--- src/rtl/multi_channel_bcd_timer_pkg.sv ---
// timer_pkg: shared state codes, MM:SS digit type and BCD limits for the multi-channel timer
package timer_pkg;
   typedef enum logic [1:0] {ST_IDLE = 2'd0, ST_RUN = 2'd1, ST_PAUSED = 2'd2, ST_DONE = 2'd3} state_e;
   typedef enum logic [2:0] {CMD_NONE, CMD_CLEAR, CMD_STOP, CMD_START, CMD_INC_MIN, CMD_INC_SEC} cmd_e;
   typedef struct packed {
      logic [3:0] m_dec;
      logic [3:0] m_unit;
      logic [3:0] s_dec;
      logic [3:0] s_unit;
   } mmss_t;
   localparam int SU_OFF = 0;
   localparam int SD_OFF = 4;
   localparam int MU_OFF = 8;
   localparam int MD_OFF = 12;
   localparam logic [3:0] MAX_SEC_TENS = 4'd5;
   localparam logic [6:0] MAX_MIN = 7'd99;
   localparam mmss_t MMSS_TOP = '{4'(MAX_MIN / 7'd10), 4'(MAX_MIN % 7'd10), MAX_SEC_TENS, 4'd9};
endpackage

--- src/rtl/multi_channel_bcd_timer_if.sv ---
// multi_channel_bcd_timer_if: command bus from the button/state-machine layer to the timer
interface multi_channel_bcd_timer_if #(parameter int CH_W = 2);
   logic            cmd_valid;
   logic [CH_W-1:0] cmd_ch;
   logic            cmd_start;
   logic            cmd_stop;
   logic            cmd_clear;
   logic            cmd_inc_sec;
   logic            cmd_inc_min;
   logic            cmd_dir;
   modport master (output cmd_valid, cmd_ch, cmd_start, cmd_stop, cmd_clear, cmd_inc_sec, cmd_inc_min, cmd_dir);
   modport slave  (input  cmd_valid, cmd_ch, cmd_start, cmd_stop, cmd_clear, cmd_inc_sec, cmd_inc_min, cmd_dir);
endinterface

--- src/rtl/multi_channel_bcd_timer_counter.sv ---
// bcd_mmss_counter: one MM:SS channel with run state, BCD up/down/preset stepping.
// TIMER_AUTO_RELOAD_EN adds a preset register reloaded when a down count hits 00:00.
module bcd_mmss_counter
   import timer_pkg::*;
(
   input  logic   clk,
   input  logic   reset,
   input  logic   tick_i,
   input  cmd_e   cmd_i,
   input  logic   dir_i,
   output mmss_t  digits_o,
   output state_e state_o,
   output logic   finish_o
);
   state_e state_q, state_d;
   mmss_t  dig_q, dig_d, nxt;
   logic   dir_q, dir_d, fin_q, fin_d, editable;

   function automatic mmss_t bcd_up(mmss_t d);
      logic su_c, sd_c, mu_c;
      su_c = d.s_unit == 4'd9;
      sd_c = su_c && d.s_dec == MAX_SEC_TENS;
      mu_c = sd_c && d.m_unit == 4'd9;
      bcd_up.s_unit = su_c ? 4'd0 : d.s_unit + 4'd1;
      bcd_up.s_dec  = su_c ? (sd_c ? 4'd0 : d.s_dec + 4'd1) : d.s_dec;
      bcd_up.m_unit = sd_c ? (mu_c ? 4'd0 : d.m_unit + 4'd1) : d.m_unit;
      bcd_up.m_dec  = mu_c ? (d.m_dec == 4'd9 ? 4'd0 : d.m_dec + 4'd1) : d.m_dec;
   endfunction

   function automatic mmss_t bcd_down(mmss_t d);
      logic su_b, sd_b, mu_b;
      su_b = d.s_unit == 4'd0;
      sd_b = su_b && d.s_dec == 4'd0;
      mu_b = sd_b && d.m_unit == 4'd0;
      bcd_down.s_unit = su_b ? 4'd9 : d.s_unit - 4'd1;
      bcd_down.s_dec  = su_b ? (sd_b ? MAX_SEC_TENS : d.s_dec - 4'd1) : d.s_dec;
      bcd_down.m_unit = sd_b ? (mu_b ? 4'd9 : d.m_unit - 4'd1) : d.m_unit;
      bcd_down.m_dec  = mu_b ? d.m_dec - 4'd1 : d.m_dec;
   endfunction

   // preset stepping wraps within its own field, never carrying
   function automatic mmss_t step_sec(mmss_t d);
      step_sec = d;
      step_sec.s_unit = d.s_unit == 4'd9 ? 4'd0 : d.s_unit + 4'd1;
      step_sec.s_dec  = d.s_unit == 4'd9 ? (d.s_dec == MAX_SEC_TENS ? 4'd0 : d.s_dec + 4'd1) : d.s_dec;
   endfunction

   function automatic mmss_t step_min(mmss_t d);
      step_min = d;
      step_min.m_unit = d.m_unit == 4'd9 ? 4'd0 : d.m_unit + 4'd1;
      step_min.m_dec  = d.m_unit == 4'd9 ? (d.m_dec == MMSS_TOP.m_dec ? 4'd0 : d.m_dec + 4'd1) : d.m_dec;
   endfunction

`ifdef TIMER_AUTO_RELOAD_EN
   mmss_t pre_q, pre_d;
   always_ff @(posedge clk)
      pre_q <= reset ? '0 : pre_d;
`endif

   always_comb begin
      state_d  = state_q;
      dig_d    = dig_q;
      dir_d    = dir_q;
      fin_d    = fin_q && state_q == ST_DONE;
      editable = state_q == ST_IDLE || state_q == ST_PAUSED;
      nxt      = dir_q ? bcd_up(dig_q) : bcd_down(dig_q);
`ifdef TIMER_AUTO_RELOAD_EN
      pre_d    = pre_q;
`endif
      if (cmd_i == CMD_CLEAR) begin
         state_d = ST_IDLE;
         dig_d   = '0;
         fin_d   = 1'b0;
`ifdef TIMER_AUTO_RELOAD_EN
         pre_d   = '0;
`endif
      end else if (cmd_i == CMD_STOP) begin
         state_d = state_q == ST_RUN ? ST_PAUSED : state_q;
      end else if (cmd_i == CMD_START) begin
         if (editable && (dir_i || dig_q != '0)) begin
            state_d = ST_RUN;
            dir_d   = dir_i;
`ifdef TIMER_AUTO_RELOAD_EN
            pre_d   = dig_q;
`endif
         end
      end else if (cmd_i == CMD_INC_MIN) begin
         dig_d = editable ? step_min(dig_q) : dig_q;
      end else if (cmd_i == CMD_INC_SEC) begin
         dig_d = editable ? step_sec(dig_q) : dig_q;
      end else if (tick_i && state_q == ST_RUN) begin
         if (dir_q) begin
            dig_d = dig_q == MMSS_TOP ? dig_q : nxt;
            if (dig_d == MMSS_TOP) begin
               state_d = ST_DONE;
               fin_d   = 1'b1;
            end
         end else if (nxt == '0) begin
            fin_d = 1'b1;
`ifdef TIMER_AUTO_RELOAD_EN
            dig_d = pre_q;
`else
            dig_d   = '0;
            state_d = ST_DONE;
`endif
         end else begin
            dig_d = nxt;
         end
      end
   end

   always_ff @(posedge clk) begin
      if (reset) begin
         state_q <= ST_IDLE;
         dig_q   <= '0;
         dir_q   <= 1'b0;
         fin_q   <= 1'b0;
      end else begin
         state_q <= state_d;
         dig_q   <= dig_d;
         dir_q   <= dir_d;
         fin_q   <= fin_d;
      end
   end

   assign digits_o = dig_q;
   assign state_o  = state_q;
   assign finish_o = fin_q;
endmodule

--- src/rtl/multi_channel_bcd_timer.sv ---
// multi_channel_bcd_timer: N_CH BCD MM:SS timers sharing one 1 s prescaler.
// Optional TIMER_AUTO_RELOAD_EN makes down-counting channels reload their start value.
module multi_channel_bcd_timer
   import timer_pkg::*;
#(
   parameter int TICK_DIV = 50000000,
   parameter int N_CH     = 4,
   parameter int CH_W     = 2
) (
   input  logic                       clk,
   input  logic                       reset,
   multi_channel_bcd_timer_if.slave   cmd,
   output logic [16*N_CH-1:0]         digits,
   output logic [2*N_CH-1:0]          ch_state,
   output logic [N_CH-1:0]            finish,
   output logic                       tick
);
   localparam int PW = TICK_DIV > 1 ? $clog2(TICK_DIV) : 1;

   logic [PW-1:0]   cnt_q;
   logic [CH_W-1:0] ch_w;
   cmd_e            cmd_w;

   assign tick = cnt_q == PW'(TICK_DIV - 1);

   always_ff @(posedge clk)
      cnt_q <= (reset || tick) ? '0 : cnt_q + 1'b1;

   assign ch_w = cmd.cmd_ch;

   always_comb
      cmd_w = (!cmd.cmd_valid || 32'(ch_w) >= N_CH) ? CMD_NONE :
              cmd.cmd_clear   ? CMD_CLEAR   :
              cmd.cmd_stop    ? CMD_STOP    :
              cmd.cmd_start   ? CMD_START   :
              cmd.cmd_inc_min ? CMD_INC_MIN :
              cmd.cmd_inc_sec ? CMD_INC_SEC : CMD_NONE;

   for (genvar c = 0; c < N_CH; c++) begin : g_ch
      bcd_mmss_counter u_cnt (
         .clk      (clk),
         .reset    (reset),
         .tick_i   (tick),
         .cmd_i    (32'(ch_w) == c ? cmd_w : CMD_NONE),
         .dir_i    (cmd.cmd_dir),
         .digits_o (digits[16*c +: 16]),
         .state_o  (ch_state[2*c +: 2]),
         .finish_o (finish[c])
      );
   end
endmodule

--- src/flat_wrapper.sv ---
// flat-port wrapper written by rule: the top's interface ports become plain ports
module multi_channel_bcd_timer_flat import timer_pkg::*;
#(
   parameter int TICK_DIV = 50000000,
   parameter int N_CH     = 4,
   parameter int CH_W     = 2
)
  (clk, reset, digits, ch_state, finish, tick, cmd_cmd_valid, cmd_cmd_ch, cmd_cmd_start, cmd_cmd_stop, cmd_cmd_clear, cmd_cmd_inc_sec, cmd_cmd_inc_min, cmd_cmd_dir);
  multi_channel_bcd_timer_if #(.CH_W(CH_W)) cmd_i ();
  input  logic clk;
  input  logic reset;
  output logic [16*N_CH-1:0] digits;
  output logic [2*N_CH-1:0] ch_state;
  output logic [N_CH-1:0] finish;
  output logic tick;
  input wire logic [$bits(cmd_i.cmd_valid)-1:0] cmd_cmd_valid;
  input wire logic [$bits(cmd_i.cmd_ch)-1:0] cmd_cmd_ch;
  input wire logic [$bits(cmd_i.cmd_start)-1:0] cmd_cmd_start;
  input wire logic [$bits(cmd_i.cmd_stop)-1:0] cmd_cmd_stop;
  input wire logic [$bits(cmd_i.cmd_clear)-1:0] cmd_cmd_clear;
  input wire logic [$bits(cmd_i.cmd_inc_sec)-1:0] cmd_cmd_inc_sec;
  input wire logic [$bits(cmd_i.cmd_inc_min)-1:0] cmd_cmd_inc_min;
  input wire logic [$bits(cmd_i.cmd_dir)-1:0] cmd_cmd_dir;
  assign cmd_i.cmd_valid = cmd_cmd_valid;
  assign cmd_i.cmd_ch = cmd_cmd_ch;
  assign cmd_i.cmd_start = cmd_cmd_start;
  assign cmd_i.cmd_stop = cmd_cmd_stop;
  assign cmd_i.cmd_clear = cmd_cmd_clear;
  assign cmd_i.cmd_inc_sec = cmd_cmd_inc_sec;
  assign cmd_i.cmd_inc_min = cmd_cmd_inc_min;
  assign cmd_i.cmd_dir = cmd_cmd_dir;
  multi_channel_bcd_timer #(.TICK_DIV(TICK_DIV), .N_CH(N_CH), .CH_W(CH_W)) u_core (.clk(clk), .reset(reset), .cmd(cmd_i), .digits(digits), .ch_state(ch_state), .finish(finish), .tick(tick));
endmodule
--- config.mk ---
export PLATFORM = sky130hd
export DESIGN_NAME = multi_channel_bcd_timer_flat
export DESIGN_NICKNAME = d
export VERILOG_FILES = /design/src/rtl/multi_channel_bcd_timer_pkg.sv /design/src/rtl/multi_channel_bcd_timer_if.sv /design/src/rtl/multi_channel_bcd_timer_counter.sv /design/src/rtl/multi_channel_bcd_timer.sv /design/src/flat_wrapper.sv
export SDC_FILE = /design/constraint.sdc
export NUM_CORES = 1
export LEC_CHECK = 0
export BUFFER_PORTS_ARGS = -buffer_cell sky130_fd_sc_hd__buf_2
export CAP_MARGIN = 20
export CELL_PAD_IN_SITES_DETAIL_PLACEMENT = 0
export CELL_PAD_IN_SITES_GLOBAL_PLACEMENT = 1
export CORE_MARGIN = 3
export CORE_UTILIZATION = 49
export DETAILED_ROUTE_END_ITERATION = 6
export GPL_TIMING_DRIVEN = 0
export PLACE_DENSITY = 0.83
export SYNTH_ARGS = -nofsm -noshare
export SYNTH_HDL_FRONTEND = slang
export SYNTH_HIERARCHICAL = 1
export SYNTH_SLANG_ARGS = --single-unit
--- constraint.sdc ---
create_clock -name clk -period 6.8 [get_ports clk]
set_input_delay 0.68 -clock clk [delete_from_list [all_inputs] [get_ports clk]]
set_output_delay 0.68 -clock clk [all_outputs]
set_load 0.01 [all_outputs]
* Word level (Yosys, flattened, before mapping)
Index checks and enable logic that the tools add are counted.
** Storage, ports and cells
- Register bits after elaboration :: 106
- Input port bits :: 11
- Output and inout bits :: 77
- Word-level logic and storage cells :: 470
** Cells by class
- Add/sub/neg operators :: 33
- Eq/ne operators :: 100
- Muxes and demuxes :: 186
- Bitwise operators :: 16
- Reduce and logical (&&, ||, !) cells :: 106
** Operators with widths (count)
- 16-bit two-way mux :: 32
- 4-bit two-way mux :: 68
- 16-bit equality test, second input constant :: 8
- 2-bit two-way mux :: 40
- 4-bit by 1-bit adder with 4-bit output, second input constant :: 16
- 16-bit logical NOT :: 4
- 16-bit nonzero test :: 4
- 4-bit by 1-bit subtractor with 4-bit output, second input constant :: 16
- 7-bit AND reduction :: 8
- 4-bit equality test, second input constant :: 12
- 4-bit logical NOT :: 12
- 6-bit AND reduction :: 8
- 1-bit two-way mux :: 32
- 8-bit two-way mux :: 4
- 3-bit two-way mux :: 10
- 1-bit logical AND :: 28
- 26-bit by 1-bit adder with 26-bit output, second input constant :: 1
- 26-bit equality test, second input constant :: 1
- 3-bit by 2-bit equality test with 1-bit output, second input constant :: 8
- 3-bit equality test, second input constant :: 8
- 2-bit by 1-bit != test with 1-bit output, second input constant :: 12
- 2-bit != test, second input constant :: 12
- 3-bit != test, second input constant :: 8
- 2-bit equality test, second input constant :: 10
- 14 further kinds :: 79

* Logic depth before layout (Yosys ltp)
Gate-level depths: netlist of run 1.
- Depth after elaboration :: 15
- Mapped depth :: 12
- Gate-level depth less buffers :: 11

* Cells and area by module
The synthesis of run 1 kept the hierarchy.
** Modules (own cells, without submodules)
- bcd_mmss_counter :: instances 4, cells each 341, area each 2464.9 µm², seq. area each 400.4 µm²
- multi_channel_bcd_timer :: instances 1, cells each 172, area each 1378.8 µm², seq. area each 520.5 µm²

* Worst setup path before layout of run 1
Ideal clock, no wire load.
- Path kind :: in2reg
- Start point :: in cmd_cmd_valid
- End point :: reg u_core.g_ch[0].u_cnt.dig_q, in the netlist u_core/g_ch[0].u_cnt/digits_o[9]
- Data arrival time :: 2968 ps
- Data required time :: 6672 ps
- Setup slack :: 3705 ps
- Stages on the path :: 11
- Path buffers :: 1
- Cells stage by stage :: nor2b_1 -> o21ai_0 -> nor3_1 -> nand2b_1 -> clkbuf_1 -> nand3_1 -> or3b_2 -> a22oi_1 -> o21ai_0 -> a22oi_1 -> nor2_1
** Between the ends
- Longest elaborated chain between the ends :: 5
- Elaborated cells between the ends (all ways) :: 16
- Those cells by class :: eq/ne (8); mux (3); bitwise (2); reduce/logical (3)
** RTL lines
- start: declaration :: RTL line flat_wrapper.sv:16 : input wire logic [$bits(cmd_i.cmd_valid)-1:0] cmd_cmd_valid;
- 3-bit two-way mux (*) :: RTL line multi_channel_bcd_timer.sv:32 : cmd_w = (!cmd.cmd_valid || 32'(ch_w) >= N_CH) ? CMD_NONE :
- 3-bit two-way mux (*) :: RTL line multi_channel_bcd_timer.sv:44 : .cmd_i (32'(ch_w) == c ? cmd_w : CMD_NONE),
- 3-bit equality test (tied with other cells) :: RTL line multi_channel_bcd_timer_counter.sv:87 : end else if (cmd_i == CMD_INC_MIN) begin
- 2-bit != test (no source line) (tied with other cells)
- 6-bit AND reduction (no source line)
- end signal: assignment :: RTL line multi_channel_bcd_timer_counter.sv:120 : dig_q <= dig_d;
- end: declaration :: RTL line multi_channel_bcd_timer_counter.sv:16 : mmss_t dig_q, dig_d, nxt;
Every way passes the cells marked *; elsewhere a longest branch is shown, timed or not.
A chain may end at the register's enable or synchronous reset.

* Worst setup path in the final report of run 1
- Start point :: reg u_core.cnt_q[0]
- End point :: reg u_core.g_ch[1].u_cnt.dig_q, in the netlist u_core/g_ch[1].u_cnt/digits_o[8]
** Between the ends
- Longest elaborated chain between the ends :: 4
** RTL lines
- start: declaration :: RTL line multi_channel_bcd_timer.sv:20 : logic [PW-1:0] cnt_q;
- start signal: assignment :: RTL line multi_channel_bcd_timer.sv:27 : cnt_q <= (reset || tick) ? '0 : cnt_q + 1'b1;
- 26-bit equality test :: RTL line multi_channel_bcd_timer.sv:24 : assign tick = cnt_q == PW'(TICK_DIV - 1);
- 1-bit logical AND :: RTL line multi_channel_bcd_timer_counter.sv:91 : end else if (tick_i && state_q == ST_RUN) begin
- 2-bit nonzero test (no source line)
- 6-bit AND reduction (no source line)
- end signal: assignment :: RTL line multi_channel_bcd_timer_counter.sv:120
- end: declaration :: RTL line multi_channel_bcd_timer_counter.sv:16
No other way between the ends.

==> results of run 1 <==
metrics by stage:
stage               power (mW)  hold WS [ps]
floorplan                0.688           441
global placement         0.715           465
detailed placement       0.715           468
CTS                       1.25           486
global route              1.28           513
finish                    1.24           481
final cells by class:
class                           count  area [sq um]  share of cell area
Buffer                            115           514              0.0418
Clock buffer                       11           253              0.0205
Clock inverter                      4          27.5             0.00224
Inverter                           53           199              0.0162
Multi-Input combinational cell   1262          8400               0.683
Sequential cell                   106          2120               0.172
Tap cell                          280           350              0.0285
Timing Repair Buffer               87           435              0.0354
worst register-to-register path, cell delays in order, from the launching register on:
cell and delay, ps:
dfxtp_1 400, ha_1 260, and4_2 280, nand3_1 130, nor3_1 980, nand3_1 230
or3b_2 550, a22oi_1 590, o221ai_1 250, o21ai_0 130, nor2_1 60
power groups by stage:
stage / Combinational, mW / Sequential, mW / Clock [mW]
after floorplan: 0.0482 / 0.639 / 0
after global placement: 0.0749 / 0.640 / 0
after detailed placement: 0.0748 / 0.640 / 0
after CTS: 0.0752 / 0.625 / 0.550
after global routing: 0.0838 / 0.626 / 0.574
final: 0.0765 / 0.625 / 0.536
synthesized netlist by cell type (all sizes together), types with 13 or more instances:
library cell | n | area, sq um
nand2b | 43 | 269
buf | 47 | 259
nand4 | 17 | 119
or3 | 13 | 86.3
a31oi | 32 | 200
inv | 49 | 184
a21oi | 120 | 601
nand3b | 28 | 210
nor2b | 21 | 131
or4 | 18 | 144
nand3 | 81 | 425
nor4 | 33 | 257
mux2i | 16 | 160
xnor2 | 15 | 131
and3b | 16 | 140
clkbuf | 68 | 255
o21ai | 94 | 470
a22oi | 16 | 120
xor2 | 18 | 158
nor3b | 32 | 305
ha | 65 | 813
o31ai | 28 | 270
dfxtp | 106 | 2120
nor3 | 47 | 280
o211ai | 13 | 97.6
or3b | 16 | 140
a211oi | 28 | 210
nand2 | 93 | 349
nor2 | 180 | 676
sequential cells by signal, summed over array words and instances, names as in the netlist:
signal and flops:
u_core/g_ch.u_cnt/state_o 8, u_core/g_ch.u_cnt/finish_o 4, u_core/g_ch.u_cnt/digits_o 64, u_core/cnt_q 26, u_core/g_ch.u_cnt/dir_q 4
cell families after synthesis:
group                      Yosys count
DFF                                106
AOI/OAI and AO/OA                  451
buffers and inverters              168
and+or+nand+nor                    689
muxes                               24
xor gates and xnor gates            33
adders and majority gates           65
routing by layer:
metal	vias to the layer above	global-route usage	wire length (um)
li1	5941	-	-
met1	5734	0.425	17200
met2	551	0.460	16200
met3	68	0.0338	2630
met4	0	0.0938	897
met5	-	0	0
placed cells by master (no fill, tap or decap), drive strengths merged, types with 13 or more instances in the layout:
cell type  instances
nor2b             21
inv               49
o21ai             94
or3               13
nand2b            43
a31oi             32
ha                65
a22oi             16
or3b              16
xor2              18
a21oi            120
and3b             16
nor2             180
a211oi            28
nand3             81
nor4              33
clkbuf            79
xnor2             15
mux2i             16
o31ai             28
buf              134
or4               18
nor3              47
dfxtp            106
nand4             17
nand3b            28
nor3b             32
o211ai            13
nand2             93
how the worst max path moves through the flow:
| stage | startpoint | end | depth (start not counted) |
|---|---|---|---|
| 3_3_place_gp | cmd_cmd_clear | u_core/g_ch[3].u_cnt/digits_o[9]$_SDFFE_PP0P_ | 12 |
| 5_1_grt | u_core/cnt_q[0]$_SDFF_PP0_ | u_core/g_ch[3].u_cnt/digits_o[9]$_SDFFE_PP0P_ | 10 |
| 2_1_floorplan | cmd_cmd_valid | u_core/g_ch[0].u_cnt/digits_o[9]$_SDFFE_PP0P_ | 11 |
| 4_1_cts | u_core/cnt_q[0]$_SDFF_PP0_ | u_core/g_ch[3].u_cnt/digits_o[9]$_SDFFE_PP0P_ | 10 |
| 6_report | u_core/cnt_q[0]$_SDFF_PP0_ | u_core/g_ch[1].u_cnt/digits_o[8]$_SDFFE_PP0P_ | 10 |
| 3_5_place_dp | cmd_cmd_stop | u_core/g_ch[3].u_cnt/digits_o[14]$_SDFFE_PP0P_ | 10 |
==> summary.txt, run 1 <==
Run status
  – Status: finished clean

Min path
  – Hold-critical path endpoint: u_core/cnt_q[0]$_SDFF_PP0_
  – Hold Path Origin: u_core/cnt_q[0]$_SDFF_PP0_
  – Hold Crit Class: reg2reg
  – WHS Path Cells: 1

Cells and area
  – Cell area after layout: 0.0123 sq mm
  – Post-Layout Cell Count: 1918
  – Antenna cells: 0
  – Final net count: 1710
  – P&R area growth vs syn: 9.49%
  – Layout cells sized above 1: 0.135
  – Layout Utilization: 0.555
  – Fill cells: 2171

Critical path
  – Terminus of the critical flop-to-flop path: u_core/g_ch[1].u_cnt/digits_o[8]$_SDFFE_PP0P_
  – Worst setup EP type: flop
  – Worst r2r src: u_core/cnt_q[0]$_SDFF_PP0_
  – CP required: 7030 ps
  – Worst-path cell chain: ha_1 > and4_2 > nand3_1 > nor3_1 > nand3_1 > or3b_2 > a22oi_1 > o221ai_1 > o21ai_0 > nor2_1
  – Critical path arrival: 4230 ps
  – Most frequent CP cell: nand3_1
  – Slowest stage cell, crit path: nor3_1
  – Worst stage delay on the critical path: 980 ps
  – Critical path type: reg2reg
  – Delay-heaviest family, CP: simple AND/OR/NAND/NOR gates
  – Crit-path max FO: 8
  – CP startpoint kind: flop
  – CP Buf/Inv Count: 0
  – Number of cells on the worst reg-to-reg path: 10
  – R2r setup slk: 2790 ps

CTS
  – Post-CTS sizing: 0
  – H-tree depth: 3
  – CTS sink count: 106
  – CTS Hold Bufs: 0
  – Postcts setup bufs: 0
  – CTS clock-pin slew for the worst setup and hold paths: 70 ps
  – Root Buffer: clkbuf_16
  – CTS tree: built
  – Worst-Skew Late Latency: 370 ps
  – CTS Buffer Depth: 2
  – CTS buffer count: 9

Run
  – Max-cap violations: 0

Route
  – Avg WL per Cell: 19.3 um
  – First-pass DRT Iterations: 6
  – Routed wire length: 37000 um
  – Vias post-DR: 12294
  – Routed Antenna Nets: 0
  – First DRT Iteration DRCs: 1258
  – Remaining DRCs: 0
  – DR vias/cell: 6.41

Logic synthesis
  – Post-synthesis sequential area ratio: 0.189
  – Synth Area in XOR/XNOR: 0.0257
  – EDFF count, synth: 0
  – Netlist Area Pre-Place: 0.0112 sq mm
  – YS warnings: 6
  – Simple-Gate Fraction of Synth Area: 0.353
  – Seq cells post-synth: 106
  – Adder-cell share of the synthesized area: 0.0724
  – Post-synthesis cell type count: 77
  – Synth Flop Type: dfxtp_1
  – Post-Syn Nets: 1612
  – Asr flop ratio synth: 0
  – Mapped Cells: 1536
  – Mux cell area share after synthesis: 0.0223
  – Largest family of logic cells by synthesized area: simple AND/OR/NAND/NOR gates
  – Post-synthesis compound-gate area fraction: 0.275
  – Syn_area_per_cell: 7.32 sq um

Power and ir drop
  – Part of the power in registers: 0.505
  – Switching share of power: 0.261
  – Clock power frac: 0.433
  – Logic pwr share: 0.062
  – Internal Dissipation: 0.914 mW
  – PwrDens: 101 mW/mm^2
  – NetSw: 0.323 mW
  – Leak Pwr: 4.54 nW
  – Maximum vdd drop: 0.126 mV

Global route
  – Total GRT Usage: 0.295
  – Grt total ovfl: 0
  – First-pass GRT wire length: 60100 um
  – Initial antenna violation count: 0
  – Vias in the first global route: 11323
  – Largest net degree at the start of global routing: 17

Floorplanning
  – Die area: 0.0248 sq mm
  – Rows: 54
  – I/O Pins: 88
  – Die H: 157 um
  – Initial core utilization: 0.507
  – Chip Width: 157 um
  – Core region area: 0.0222 sq mm

Timing
  – Worst clock skew: 13.1 ps
  – RSZ-0062 raised after global routing: false
  – Final Hold Fails: 0
  – Slew Viols, Final: 0
  – PnR worst setup slack: 2790 ps
  – Setup TNS: 0 ps
  – Crit share post-route: 0.589
  – Final Setup Violations: 0
  – Max-slew headroom: 0.195
  – Fin crit period: 4010 ps
  – Max frequency: 0.250 GHz
  – Worst slew pin tran: 1200 ps

Placement
  – Placed Instances: 1903
  – Gpl congestion: 0.968
  – Worst slack, placed: 2700 ps
  – DP HPWL: 27000 um
  – I/O Buffers: 87
  – Cell area after placement: 0.0120 sq mm
Note: power is estimated with default switching activity, not from simulation.
==> inputs of run 2 (changes only) <==
- CORE_UTILIZATION: 49 -> 46
- PLACE_DENSITY: 0.83 -> 0.79
- clock period: 6.8 -> 3.7 ns (I/O delays scaled with it)
==> summary.txt, run 2 (synthesis results as in run 1) <==
Run status
  – Status: finished clean

CTS
  – CTS tree: built
  – CTS buffer count: 9
  – CTS Hold Bufs: 0
  – CTS Buffer Depth: 2
  – H-tree depth: 3
  – CTS sink count: 106
  – Worst-Skew Late Latency: 360 ps
  – Root Buffer: clkbuf_16
  – CTS clock-pin slew for the worst setup and hold paths: 80 ps

Global route
  – Initial antenna violation count: 1
  – Largest net degree at the start of global routing: 17
  – Vias in the first global route: 11151
  – First-pass GRT wire length: 59800 um
  – Total GRT Usage: 0.274
  – Grt total ovfl: 0

Min path
  – Hold Path Origin: reset
  – WHS Path Cells: 2
  – Hold Crit Class: in2reg
  – Hold-critical path endpoint: u_core/g_ch[3].u_cnt/dir_q$_SDFFE_PP0P_

Power and ir drop
  – Maximum vdd drop: 0.156 mV
  – Logic pwr share: 0.061
  – NetSw: 0.596 mW
  – Clock power frac: 0.446
  – PwrDens: 188 mW/mm^2
  – Part of the power in registers: 0.493
  – Leak Pwr: 4.57 nW
  – Internal Dissipation: 1.73 mW
  – Switching share of power: 0.256

Timing
  – RSZ-0062 raised after global routing: false
  – Min Hold Slack: 340 ps
  – PnR worst setup slack: 136 ps
  – Fin crit period: 3560 ps
  – Final Setup Violations: 0
  – Crit share post-route: 0.963
  – Max frequency: 0.281 GHz
  – Slew Viols, Final: 0
  – Max-slew headroom: 0.299
  – Worst slew pin tran: 1040 ps
  – Final Hold Fails: 0
  – Worst clock skew: 8.89 ps

Cells and area
  – Commonest non-fill, non-tap cells in the layout: nor2_1 (180), buf_2 (120), a21oi_1 (119)
  – Fill cells: 2364
  – Max FFs per register: 64
  – Antenna cells: 0
  – Final net count: 1709
  – Cell area after layout: 0.0124 sq mm
  – P&R area growth vs syn: 10.5%
  – Leading cell type in the layout, fill and taps excluded: nor2_1
  – Layout cells sized above 1: 0.140

Critical path
  – Critical path arrival: 3800 ps
  – Levels on crit path: 12
  – CP required: 3930 ps
  – Number of cells on the worst reg-to-reg path: 12
  – Delay-heaviest family, CP: simple AND/OR/NAND/NOR gates
  – Worst setup EP type: flop
  – Critical path type: in2reg
  – CP startpoint: cmd_cmd_clear
  – Slowest stage cell, crit path: a22oi_1
  – Terminus of the critical flop-to-flop path: u_core/g_ch[2].u_cnt/state_o[1]$_SDFFE_PP0P_
  – Worst r2r src: u_core/g_ch[2].u_cnt/digits_o[0]$_SDFFE_PP0P_
  – Worst stage delay on the critical path: 560 ps
  – Worst-path cell chain: buf_2 > nor2b_1 > o21ai_0 > nor2_1 > nand2b_1 > clkbuf_1 > nand3_1 > or3b_2 > a22oi_1 > o21ai_0 > a22oi_1 > nor2_1
  – Crit-path max FO: 10
  – R2r setup slk: 170 ps
  – CP startpoint kind: primary input
  – CP Buf/Inv Count: 2

Floorplanning
  – Die area: 0.0263 sq mm
  – Die H: 162 um
  – Chip Width: 162 um
  – I/O Pins: 88
  – Core region area: 0.0238 sq mm
  – Rows: 56
  – Initial core utilization: 0.473

Placement
  – Cell area after placement: 0.0121 sq mm
  – Worst slack, placed: -163 ps
  – DP HPWL: 27000 um
  – Gpl congestion: 0.958
  – I/O Buffers: 87

Route
  – Avg WL per Cell: 19.0 um
  – First-pass DRT Iterations: 5
  – Routed wire length: 37200 um
  – Remaining DRCs: 0
  – First DRT Iteration DRCs: 1247
  – Vias post-DR: 12362
  – DR vias/cell: 6.32
  – Routed Antenna Nets: 0

Run
  – Max-cap violations: 0
[run 2: final cells by class]
class / count / area (sq um) / share of cell area
plain buffers: 114 / 512 / 0.0412
clock buffers: 12 / 246 / 0.0199
clock inverters: 4 / 51.3 / 0.00413
inverters: 53 / 199 / 0.0160
multi-input cells: 1262 / 8450 / 0.681
flip-flops and latches: 106 / 2120 / 0.171
well taps: 319 / 399 / 0.0322
repair buffers: 87 / 435 / 0.0351
[run 2: worst max-delay path by stage]
stage	endpoint	slack, ps
after floorplan	u_core/g_ch[0].u_cnt/state_o[1]$_SDFFE_PP0P_	720
after global placement	u_core/g_ch[3].u_cnt/digits_o[9]$_SDFFE_PP0P_	-130
after detailed placement	u_core/g_ch[3].u_cnt/digits_o[9]$_SDFFE_PP0P_	-160
after CTS	u_core/g_ch[3].u_cnt/digits_o[9]$_SDFFE_PP0P_	180
after global routing	u_core/g_ch[2].u_cnt/state_o[1]$_SDFFE_PP0P_	2
final	u_core/g_ch[3].u_cnt/digits_o[9]$_SDFFE_PP0P_	140
[run 2: per-layer routing]
metal | up-vias | global-route usage | routed length [um]
met5 | - | 0 | 13
met1 | 5826 | 0.394 | 17300
li1 | 5931 | - | -
met4 | 2 | 0.0834 | 854
met2 | 523 | 0.429 | 16400
met3 | 80 | 0.0337 | 2600
[run 2: metrics by stage]
step	total power [mW]	utilization	setup TNS [ps]	instances
5_1_grt	2.41	0.523	0	1957
3_5_place_dp	1.31	0.508	-1280	1942
4_1_cts	2.35	0.521	0	1958
2_1_floorplan	1.26	-	0	1536
6_report	2.33	0.523	0	1957
3_3_place_gp	1.31	0.508	-1280	1942
[run 2: power by group through the flow]
stage | Clock [mW] | Combinational (mW) | Sequential (mW)
2_1_floorplan | 0 | 0.0886 | 1.18
4_1_cts | 1.06 | 0.139 | 1.15
3_3_place_gp | 0 | 0.139 | 1.18
6_report | 1.04 | 0.142 | 1.15
3_5_place_dp | 0 | 0.138 | 1.18
5_1_grt | 1.11 | 0.156 | 1.15
[run 2: what timing repair did]
action                     in CTS  in global routing
setup endpoints to repair      12                 20
gates resized for setup         1                 10
setup buffers                   0                  0
